[config.mk]
export PLATFORM = sky130hd
export DESIGN_NAME = spi_xfer_sequencer_flat
export DESIGN_NICKNAME = d
export VERILOG_FILES = /design/src/rtl/spi_xfer_sequencer_if.sv /design/src/rtl/spi_xfer_sequencer.sv /design/src/flat_wrapper.sv
export SDC_FILE = /design/constraint.sdc
export NUM_CORES = 1
export LEC_CHECK = 0
export BUFFER_PORTS_ARGS = -buffer_cell sky130_fd_sc_hd__buf_2
export CORE_UTILIZATION = 45
export DETAILED_ROUTE_END_ITERATION = 16
export HOLD_SLACK_MARGIN = 0.08
export PLACE_DENSITY = 0.66
export SYNTH_ARGS = -nofsm -noshare
export SYNTH_HDL_FRONTEND = slang
export SYNTH_SLANG_ARGS = --single-unit
export TNS_END_PERCENT = 10
[constraint.sdc]
create_clock -name PCLK -period 2.55 [get_ports PCLK]
set_input_delay 0.255 -clock PCLK [delete_from_list [all_inputs] [get_ports PCLK]]
set_output_delay 0.255 -clock PCLK [all_outputs]
set_load 0.1 [all_outputs]
[src/rtl/spi_xfer_sequencer_if.sv]
`default_nettype none
// ============================================================================
//  Module      : spi_xfer_sequencer_if
//  Description : Bundles the client request/response handshake, the SPI
//                configuration inputs and the APB master bus used by
//                spi_xfer_sequencer.
//                master : sequencer view (drives APB and responses)
//                slave  : environment view (client logic + APB slave)
//  Ports       : req_valid/req_ready/req_wdata     - client byte request
//                cfg_cr1/cfg_cr2/cfg_baud/cfg_update - SPI configuration
//                rsp_valid/rsp_rdata/rsp_err/rsp_timeout, busy - response
//                PSEL/PENABLE/PWRITE/PADDR/PWDATA/PRDATA/PREADY/PSLVERR - APB
//  Revision    : 1.0 - initial release
// ============================================================================
interface spi_xfer_sequencer_if;
    logic       req_valid;
    logic       req_ready;
    logic [7:0] req_wdata;
    logic [7:0] cfg_cr1;
    logic [7:0] cfg_cr2;
    logic [7:0] cfg_baud;
    logic       cfg_update;
    logic       rsp_valid;
    logic [7:0] rsp_rdata;
    logic       rsp_err;
    logic       rsp_timeout;
    logic       busy;
    logic       PSEL;
    logic       PENABLE;
    logic       PWRITE;
    logic [2:0] PADDR;
    logic [7:0] PWDATA;
    logic [7:0] PRDATA;
    logic       PREADY;
    logic       PSLVERR;

    modport master (
        input  req_valid, req_wdata, cfg_cr1, cfg_cr2, cfg_baud, cfg_update,
        input  PRDATA, PREADY, PSLVERR,
        output req_ready, rsp_valid, rsp_rdata, rsp_err, rsp_timeout, busy,
        output PSEL, PENABLE, PWRITE, PADDR, PWDATA
    );

    modport slave (
        output req_valid, req_wdata, cfg_cr1, cfg_cr2, cfg_baud, cfg_update,
        output PRDATA, PREADY, PSLVERR,
        input  req_ready, rsp_valid, rsp_rdata, rsp_err, rsp_timeout, busy,
        input  PSEL, PENABLE, PWRITE, PADDR, PWDATA
    );
endinterface
`default_nettype wire

[src/rtl/spi_xfer_sequencer.sv]
`default_nettype none
// ============================================================================
//  Module      : spi_xfer_sequencer
//  Description : APB master that drives an APB-attached SPI controller for a
//                single byte-stream client. Reprograms CR1/CR2/BR when the
//                configuration is stale, writes DR, polls SR for SPIF, reads
//                DR and returns the received byte.
//  Ports       : PCLK    - clock
//                PRESETn - asynchronous active-low reset
//                bus     - spi_xfer_sequencer_if.master (client + APB)
//  Revision    : 1.0 - initial release
// ============================================================================
module spi_xfer_sequencer #(
    parameter int POLL_LIMIT = 1024,
    parameter int WAIT_LIMIT = 16,
    parameter int CNT_W      = 11
) (
    input  logic                        PCLK,
    input  logic                        PRESETn,
    spi_xfer_sequencer_if.master        bus
);

    localparam logic [2:0] c_ADDR_CR1 = 3'd0;
    localparam logic [2:0] c_ADDR_CR2 = 3'd1;
    localparam logic [2:0] c_ADDR_BR  = 3'd2;
    localparam logic [2:0] c_ADDR_SR  = 3'd3;
    localparam logic [2:0] c_ADDR_DR  = 3'd5;

    localparam logic [CNT_W-1:0] c_POLL_LAST = CNT_W'(POLL_LIMIT - 1);
    localparam logic [CNT_W-1:0] c_WAIT_LAST = CNT_W'(WAIT_LIMIT - 1);

    typedef enum logic [2:0] {
        S_IDLE    = 3'd0,
        S_CFG_CR1 = 3'd1,
        S_CFG_CR2 = 3'd2,
        S_CFG_BR  = 3'd3,
        S_WR_DR   = 3'd4,
        S_POLL_SR = 3'd5,
        S_RD_DR   = 3'd6,
        S_RESP    = 3'd7
    } state_t;

    // Every bus state runs GAP -> SETUP -> ACCESS; GAP supplies the idle
    // cycle between accesses and is skipped on entry from IDLE.
    typedef enum logic [1:0] {
        PH_SETUP  = 2'd0,
        PH_ACCESS = 2'd1,
        PH_GAP    = 2'd2
    } phase_t;

    state_t           r_state,    w_state_nxt;
    phase_t           r_phase,    w_phase_nxt;
    logic [CNT_W-1:0] r_wait_cnt, w_wait_nxt;
    logic [CNT_W-1:0] r_poll_cnt, w_poll_nxt;
    logic             r_cfg_stale;
    logic             r_live;
    logic [7:0]       r_wdata, r_cr1, r_cr2, r_baud;
    logic [7:0]       r_rsp_rdata;
    logic             r_rsp_err, r_rsp_timeout;

    logic             w_req_ready, w_accept, w_bus_state, w_in_cfg;
    logic             w_rsp_load, w_rsp_err, w_rsp_to;
    logic [7:0]       w_rsp_rdata;
    logic             w_stale_set, w_stale_clr;

    // r_live keeps req_ready low while reset is asserted.
    assign w_req_ready = r_live && (r_state == S_IDLE);
    assign w_accept    = bus.req_valid && w_req_ready;
    assign w_bus_state = (r_state != S_IDLE) && (r_state != S_RESP);
    assign w_in_cfg    = (r_state == S_CFG_CR1) || (r_state == S_CFG_CR2) ||
                         (r_state == S_CFG_BR);

    always_ff @(posedge PCLK or negedge PRESETn) begin
        if (!PRESETn) begin
            r_state    <= S_IDLE;
            r_phase    <= PH_SETUP;
            r_wait_cnt <= '0;
            r_poll_cnt <= '0;
        end else begin
            r_state    <= w_state_nxt;
            r_phase    <= w_phase_nxt;
            r_wait_cnt <= w_wait_nxt;
            r_poll_cnt <= w_poll_nxt;
        end
    end

    always_comb begin
        w_state_nxt = r_state;
        w_phase_nxt = r_phase;
        w_wait_nxt  = r_wait_cnt;
        w_poll_nxt  = r_poll_cnt;
        w_rsp_load  = 1'b0;
        w_rsp_rdata = 8'h00;
        w_rsp_err   = 1'b0;
        w_rsp_to    = 1'b0;
        w_stale_set = 1'b0;
        w_stale_clr = 1'b0;
        case (r_state)
            S_IDLE: begin
                if (w_accept) begin
                    // A same-cycle cfg_update forces reprogramming with the
                    // values being shadowed now.
                    w_state_nxt = (r_cfg_stale || bus.cfg_update) ? S_CFG_CR1 : S_WR_DR;
                    w_phase_nxt = PH_SETUP;
                    w_wait_nxt  = '0;
                    w_poll_nxt  = '0;
                end
            end
            S_RESP: begin
                w_state_nxt = S_IDLE;
                w_phase_nxt = PH_SETUP;
            end
            default: begin
                case (r_phase)
                    PH_GAP: w_phase_nxt = PH_SETUP;
                    PH_SETUP: begin
                        w_phase_nxt = PH_ACCESS;
                        w_wait_nxt  = '0;
                    end
                    default: begin
                        if (bus.PREADY) begin
                            w_phase_nxt = PH_GAP;
                            if (bus.PSLVERR) begin
                                w_state_nxt = S_RESP;
                                w_rsp_load  = 1'b1;
                                w_rsp_err   = 1'b1;
                                w_stale_set = w_in_cfg;
                            end else begin
                                case (r_state)
                                    S_CFG_CR1: w_state_nxt = S_CFG_CR2;
                                    S_CFG_CR2: w_state_nxt = S_CFG_BR;
                                    S_CFG_BR: begin
                                        w_state_nxt = S_WR_DR;
                                        w_stale_clr = 1'b1;
                                    end
                                    S_WR_DR:   w_state_nxt = S_POLL_SR;
                                    S_POLL_SR: begin
                                        w_poll_nxt = r_poll_cnt + CNT_W'(1);
                                        if (bus.PRDATA[7]) begin
                                            w_state_nxt = S_RD_DR;
                                        end else if (r_poll_cnt == c_POLL_LAST) begin
                                            w_state_nxt = S_RESP;
                                            w_rsp_load  = 1'b1;
                                            w_rsp_to    = 1'b1;
                                        end
                                    end
                                    S_RD_DR: begin
                                        w_state_nxt = S_RESP;
                                        w_rsp_load  = 1'b1;
                                        w_rsp_rdata = bus.PRDATA;
                                    end
                                    default: w_state_nxt = S_IDLE;
                                endcase
                            end
                        end else if (r_wait_cnt == c_WAIT_LAST) begin
                            // Slave hung: the SPI block state is unknown, so
                            // force a full reconfiguration next time.
                            w_state_nxt = S_RESP;
                            w_phase_nxt = PH_GAP;
                            w_rsp_load  = 1'b1;
                            w_rsp_to    = 1'b1;
                            w_stale_set = 1'b1;
                        end else begin
                            w_wait_nxt = r_wait_cnt + CNT_W'(1);
                        end
                    end
                endcase
            end
        endcase
    end

    always_ff @(posedge PCLK or negedge PRESETn) begin
        if (!PRESETn) begin
            r_live        <= 1'b0;
            r_cfg_stale   <= 1'b1;
            r_wdata       <= 8'h00;
            r_cr1         <= 8'h00;
            r_cr2         <= 8'h00;
            r_baud        <= 8'h00;
            r_rsp_rdata   <= 8'h00;
            r_rsp_err     <= 1'b0;
            r_rsp_timeout <= 1'b0;
        end else begin
            r_live <= 1'b1;
            // cfg_update wins over a completing BR write.
            if (bus.cfg_update || w_stale_set) begin
                r_cfg_stale <= 1'b1;
            end else if (w_stale_clr) begin
                r_cfg_stale <= 1'b0;
            end
            if (w_accept) begin
                r_wdata <= bus.req_wdata;
                r_cr1   <= bus.cfg_cr1;
                r_cr2   <= bus.cfg_cr2;
                r_baud  <= bus.cfg_baud;
            end
            if (w_rsp_load) begin
                r_rsp_rdata   <= w_rsp_rdata;
                r_rsp_err     <= w_rsp_err;
                r_rsp_timeout <= w_rsp_to;
            end
        end
    end

    always_comb begin
        bus.PADDR  = 3'd0;
        bus.PWRITE = 1'b0;
        bus.PWDATA = 8'h00;
        case (r_state)
            S_CFG_CR1: begin bus.PADDR = c_ADDR_CR1; bus.PWRITE = 1'b1; bus.PWDATA = r_cr1;   end
            S_CFG_CR2: begin bus.PADDR = c_ADDR_CR2; bus.PWRITE = 1'b1; bus.PWDATA = r_cr2;   end
            S_CFG_BR:  begin bus.PADDR = c_ADDR_BR;  bus.PWRITE = 1'b1; bus.PWDATA = r_baud;  end
            S_WR_DR:   begin bus.PADDR = c_ADDR_DR;  bus.PWRITE = 1'b1; bus.PWDATA = r_wdata; end
            S_POLL_SR: bus.PADDR = c_ADDR_SR;
            S_RD_DR:   bus.PADDR = c_ADDR_DR;
            default:   bus.PADDR = 3'd0;
        endcase
    end

    assign bus.PSEL        = w_bus_state && (r_phase != PH_GAP);
    assign bus.PENABLE     = w_bus_state && (r_phase == PH_ACCESS);
    assign bus.req_ready   = w_req_ready;
    assign bus.rsp_valid   = (r_state == S_RESP);
    assign bus.rsp_rdata   = r_rsp_rdata;
    assign bus.rsp_err     = r_rsp_err;
    assign bus.rsp_timeout = r_rsp_timeout;
    assign bus.busy        = (r_state != S_IDLE);

endmodule
`default_nettype wire
[src/flat_wrapper.sv]
// flat-port wrapper written by rule: the top's interface ports become plain ports
module spi_xfer_sequencer_flat 
#(
    parameter int POLL_LIMIT = 1024,
    parameter int WAIT_LIMIT = 16,
    parameter int CNT_W      = 11
)
  (PCLK, PRESETn, bus_req_valid, bus_req_wdata, bus_cfg_cr1, bus_cfg_cr2, bus_cfg_baud, bus_cfg_update, bus_PRDATA, bus_PREADY, bus_PSLVERR, bus_req_ready, bus_rsp_valid, bus_rsp_rdata, bus_rsp_err, bus_rsp_timeout, bus_busy, bus_PSEL, bus_PENABLE, bus_PWRITE, bus_PADDR, bus_PWDATA);
  spi_xfer_sequencer_if bus_i ();
  input  logic PCLK;
  input  logic PRESETn;
  input wire logic [$bits(bus_i.req_valid)-1:0] bus_req_valid;
  input wire logic [$bits(bus_i.req_wdata)-1:0] bus_req_wdata;
  input wire logic [$bits(bus_i.cfg_cr1)-1:0] bus_cfg_cr1;
  input wire logic [$bits(bus_i.cfg_cr2)-1:0] bus_cfg_cr2;
  input wire logic [$bits(bus_i.cfg_baud)-1:0] bus_cfg_baud;
  input wire logic [$bits(bus_i.cfg_update)-1:0] bus_cfg_update;
  input wire logic [$bits(bus_i.PRDATA)-1:0] bus_PRDATA;
  input wire logic [$bits(bus_i.PREADY)-1:0] bus_PREADY;
  input wire logic [$bits(bus_i.PSLVERR)-1:0] bus_PSLVERR;
  output wire logic [$bits(bus_i.req_ready)-1:0] bus_req_ready;
  output wire logic [$bits(bus_i.rsp_valid)-1:0] bus_rsp_valid;
  output wire logic [$bits(bus_i.rsp_rdata)-1:0] bus_rsp_rdata;
  output wire logic [$bits(bus_i.rsp_err)-1:0] bus_rsp_err;
  output wire logic [$bits(bus_i.rsp_timeout)-1:0] bus_rsp_timeout;
  output wire logic [$bits(bus_i.busy)-1:0] bus_busy;
  output wire logic [$bits(bus_i.PSEL)-1:0] bus_PSEL;
  output wire logic [$bits(bus_i.PENABLE)-1:0] bus_PENABLE;
  output wire logic [$bits(bus_i.PWRITE)-1:0] bus_PWRITE;
  output wire logic [$bits(bus_i.PADDR)-1:0] bus_PADDR;
  output wire logic [$bits(bus_i.PWDATA)-1:0] bus_PWDATA;
  assign bus_i.req_valid = bus_req_valid;
  assign bus_i.req_wdata = bus_req_wdata;
  assign bus_i.cfg_cr1 = bus_cfg_cr1;
  assign bus_i.cfg_cr2 = bus_cfg_cr2;
  assign bus_i.cfg_baud = bus_cfg_baud;
  assign bus_i.cfg_update = bus_cfg_update;
  assign bus_i.PRDATA = bus_PRDATA;
  assign bus_i.PREADY = bus_PREADY;
  assign bus_i.PSLVERR = bus_PSLVERR;
  assign bus_req_ready = bus_i.req_ready;
  assign bus_rsp_valid = bus_i.rsp_valid;
  assign bus_rsp_rdata = bus_i.rsp_rdata;
  assign bus_rsp_err = bus_i.rsp_err;
  assign bus_rsp_timeout = bus_i.rsp_timeout;
  assign bus_busy = bus_i.busy;
  assign bus_PSEL = bus_i.PSEL;
  assign bus_PENABLE = bus_i.PENABLE;
  assign bus_PWRITE = bus_i.PWRITE;
  assign bus_PADDR = bus_i.PADDR;
  assign bus_PWDATA = bus_i.PWDATA;
  spi_xfer_sequencer #(.POLL_LIMIT(POLL_LIMIT), .WAIT_LIMIT(WAIT_LIMIT), .CNT_W(CNT_W)) u_core (.PCLK(PCLK), .PRESETn(PRESETn), .bus(bus_i));
endmodule
==> flow_summary.json <==
{
  "synth_area_per_cell_sq_um": 10.15,
  "clk_latency_ps": 360,
  "drc": 0,
  "synth_warnings": 0,
  "hpwl_mm": 5.984,
  "dr.pass1.iters": 6,
  "drt-initial-drc-count": 205,
  "gp_congestion": 0.9045,
  "cp-end-kind": "output pin",
  "post-route-util_pct": 56.65,
  "cts_tree": "done",
  "htreeDepth": 3,
  "syn_area_sq_um": 3633,
  "synth.top_cell.area_share_pct": 48.21,
  "synth_common_cells": "dfrtp_1, nand2_1, o21ai_0, mux2_2, nor2_1",
  "die_w_um": 91.86,
  "diodes": 0,
  "track_usage_pct": 21.32,
  "yosysMostFrequentCell": "dfrtp_1",
  "start_util_pct": 46.78,
  "hold_viol": 0,
  "ys_seq_area_share_pct": 48.93,
  "synth.area.top_cells": "dfrtp_1, mux2_2, o21ai_0, nand2_1, nor2_1",
  "outcome": "completed",
  "slew_viol_final": 0,
  "vias": 3014,
  "ff2ff_setup_slack_ps": 260,
  "setup_violations": 0,
  "maxSlewHeadroom_pct": 50.15,
  "path_clk_slew_ps": 80,
  "routed_wl_mm": 8.378,
  "drv_cap": 0,
  "rsz0062_at_grt": "false",
  "synth.distinct_cells": 52,
  "cts_buffers": 9,
  "core_region_area_sq_um": 7767,
  "wl_per_cell_um": 15.54,
  "drt-vias-per-instance": 5.592,
  "grt_util_met2_pct": 29.54,
  "clock_skew_ps": 10.63,
  "vdd_drop_max_mv": 1.517,
  "syn_inst": 358,
  "fmax_mhz": 413.6,
  "critical_path_class": "reg -> out",
  "grt-ovfl-total": 0,
  "port_buffers": 72,
  "worst_pin_slew_ps": 747.8,
  "grt_busiest_layer": "met1",
  "period_needed_ps": 2418,
  "grt_pass1_vias": 2816,
  "row_count": 32,
  "cts.sinks": 71,
  "syn-num-nets": 410,
  "fillers": 710,
  "antenna_found_initial": 0,
  "cts_setup_buffers": 0,
  "setup.worst_path.start_class": "register",
  "ys_ff_latch": 71,
  "fin_total_pwr_mw": 6.312,
  "synth_edf_count": 0,
  "drive_above_1_share_pct": 33.18,
  "clockBufferDepth": 2,
  "holdCritPathClass": "in -> reg",
  "die-area_sq_um": 8437,
  "path_max_fanout": 13,
  "die_h_um": 91.86,
  "grtUsageMet1_pct": 30.86,
  "grt_pass1_wl_mm": 14.01,
  "required_ps": 2300,
  "met3_usage_pct": 5.970,
  "root_buffer": "clkbuf_8",
  "synthArstFlopShare_pct": 100.0,
  "leakagePower_nw": 1.993,
  "grt_max_degree": 41,
  "antenna_left": 0,
  "worst_ep_arrival_time_ps": 2160,
  "synthFlopType": "dfrtp_1",
  "fin_crit_sh_pct": 94.82,
  "final_nets": 484,
  "ios": 73,
  "syn2layout_area_growth_pct": 21.11,
  "power_density_nw_per_um2": 1434,
  "synth_top_area_cell": "dfrtp_1"
}
==> layout make-up <==
type	count	area, sq um	area share, %
Sequential cell	71	1778	40.40
Multi-Input combinational cell	257	1742	39.58
Timing Repair Buffer	84	515.5	11.71
Tap cell	102	127.6	2.900
Clock buffer	9	123.9	2.815
Clock inverter	7	80.08	1.820
Inverter	9	33.78	0.7677
==> state kept, by name, summed over array words and instances (netlist names) <==
register,cells
u_core.r_wait_cnt,11
u_core.r_cfg_stale,1
u_core.r_cr1,8
u_core.r_state,3
u_core.r_baud,8
u_core.r_wdata,8
u_core.bus.rsp_rdata,8
u_core.r_cr2,8
u_core.r_live,1
u_core.r_poll_cnt,11
u_core.bus.rsp_err,1
u_core.bus.rsp_timeout,1
u_core.r_phase,2
==> cells by family after synthesis <==
logic type                 synth area share [%]
AOI/OAI and AO/OA                         15.77
xor gates and xnor gates                  2.170
adders and majority gates                 2.066
buffers and inverters                     3.857
DFF                                       48.93
muxes                                     10.47
other                                    0.1032
and+or+nand+nor                           16.63
==> repair_timing <==
action                                  CTS  global route
endpoints found under the hold margin    30             0
hold buffers                              1             0
resized for setup                         0            10
endpoints found under the setup margin    0            12
==> through the flow <==
step / std cells / area, sq um / TNS, ps / worst slack [ps] / hold WS [ps]
2_1_floorplan: 358 / 3649 / -1327 / -152.6 / -40.59
3_3_place_gp: 522 / 4163 / 0 / 355.1 / 359.0
3_5_place_dp: 522 / 4163 / 0 / 264.4 / 361.7
4_1_cts: 539 / 4377 / 0 / 67.96 / 98.29
5_1_grt: 539 / 4400 / 0 / 16.52 / 99.11
6_report: 539 / 4400 / 0 / 132.1 / 113.6
==> critical path, cell delays in order (launching register included) <==
cell	delay, ps
dfrtp_1	420
ha_1	390
and2_1	270
or2_2	370
a21oi_4	170
buf_12	190
==> path summary, 6_finish.rpt <==
check / from / end / cells after the start
setup / recovery: u_core.r_state[0] / bus_PSEL / 5
hold / removal: bus_cfg_cr2[3] / u_core.r_cr2[3] / 2
setup reg to reg: u_core.r_state[0] / u_core.r_state[1] / 6
hold reg to reg: u_core.bus.rsp_rdata[0] / u_core.bus.rsp_rdata[0] / 2
max in group asynchronous: PRESETn / u_core.r_poll_cnt[8] / 3
min in group asynchronous: PRESETn / u_core.r_wait_cnt[10] / 2
==> cell usage in the layout, fill, tap and decap left out, types with 3 or more instances in the layout <==
cell type,n
a31oi_1,4
and3_1,3
nand3_1,10
ha_1,5
o21ai_0,28
clkbuf_8,9
inv_1,9
buf_4,10
clkbuf_4,8
a41oi_1,3
nand2_1,46
dfrtp_1,70
nor3_1,8
nand4_1,9
a222oi_1,8
nor4_1,3
nand2b_1,4
a21oi_1,9
buf_12,3
buf_2,62
nor2_1,23
mux2_2,30
xor2_1,7
o21ai_1,7
o31ai_1,8
==> report_power, final <==
group / switching (mW) / leakage [nW] / internal (mW)
registers: 0.266 / 0.911 / 1.50
clock network: 0.461 / 0.0964 / 0.461
logic: 2.60 / 0.986 / 1.02
==> metal layers <==
layer / up-vias / wire length (um)
li1: 1451 / -
met4: 0 / 129
met5: - / 0
met2: 110 / 3655
met1: 1441 / 4012
met3: 12 / 581
No activity file was read; power rests on OpenSTA's default activity.
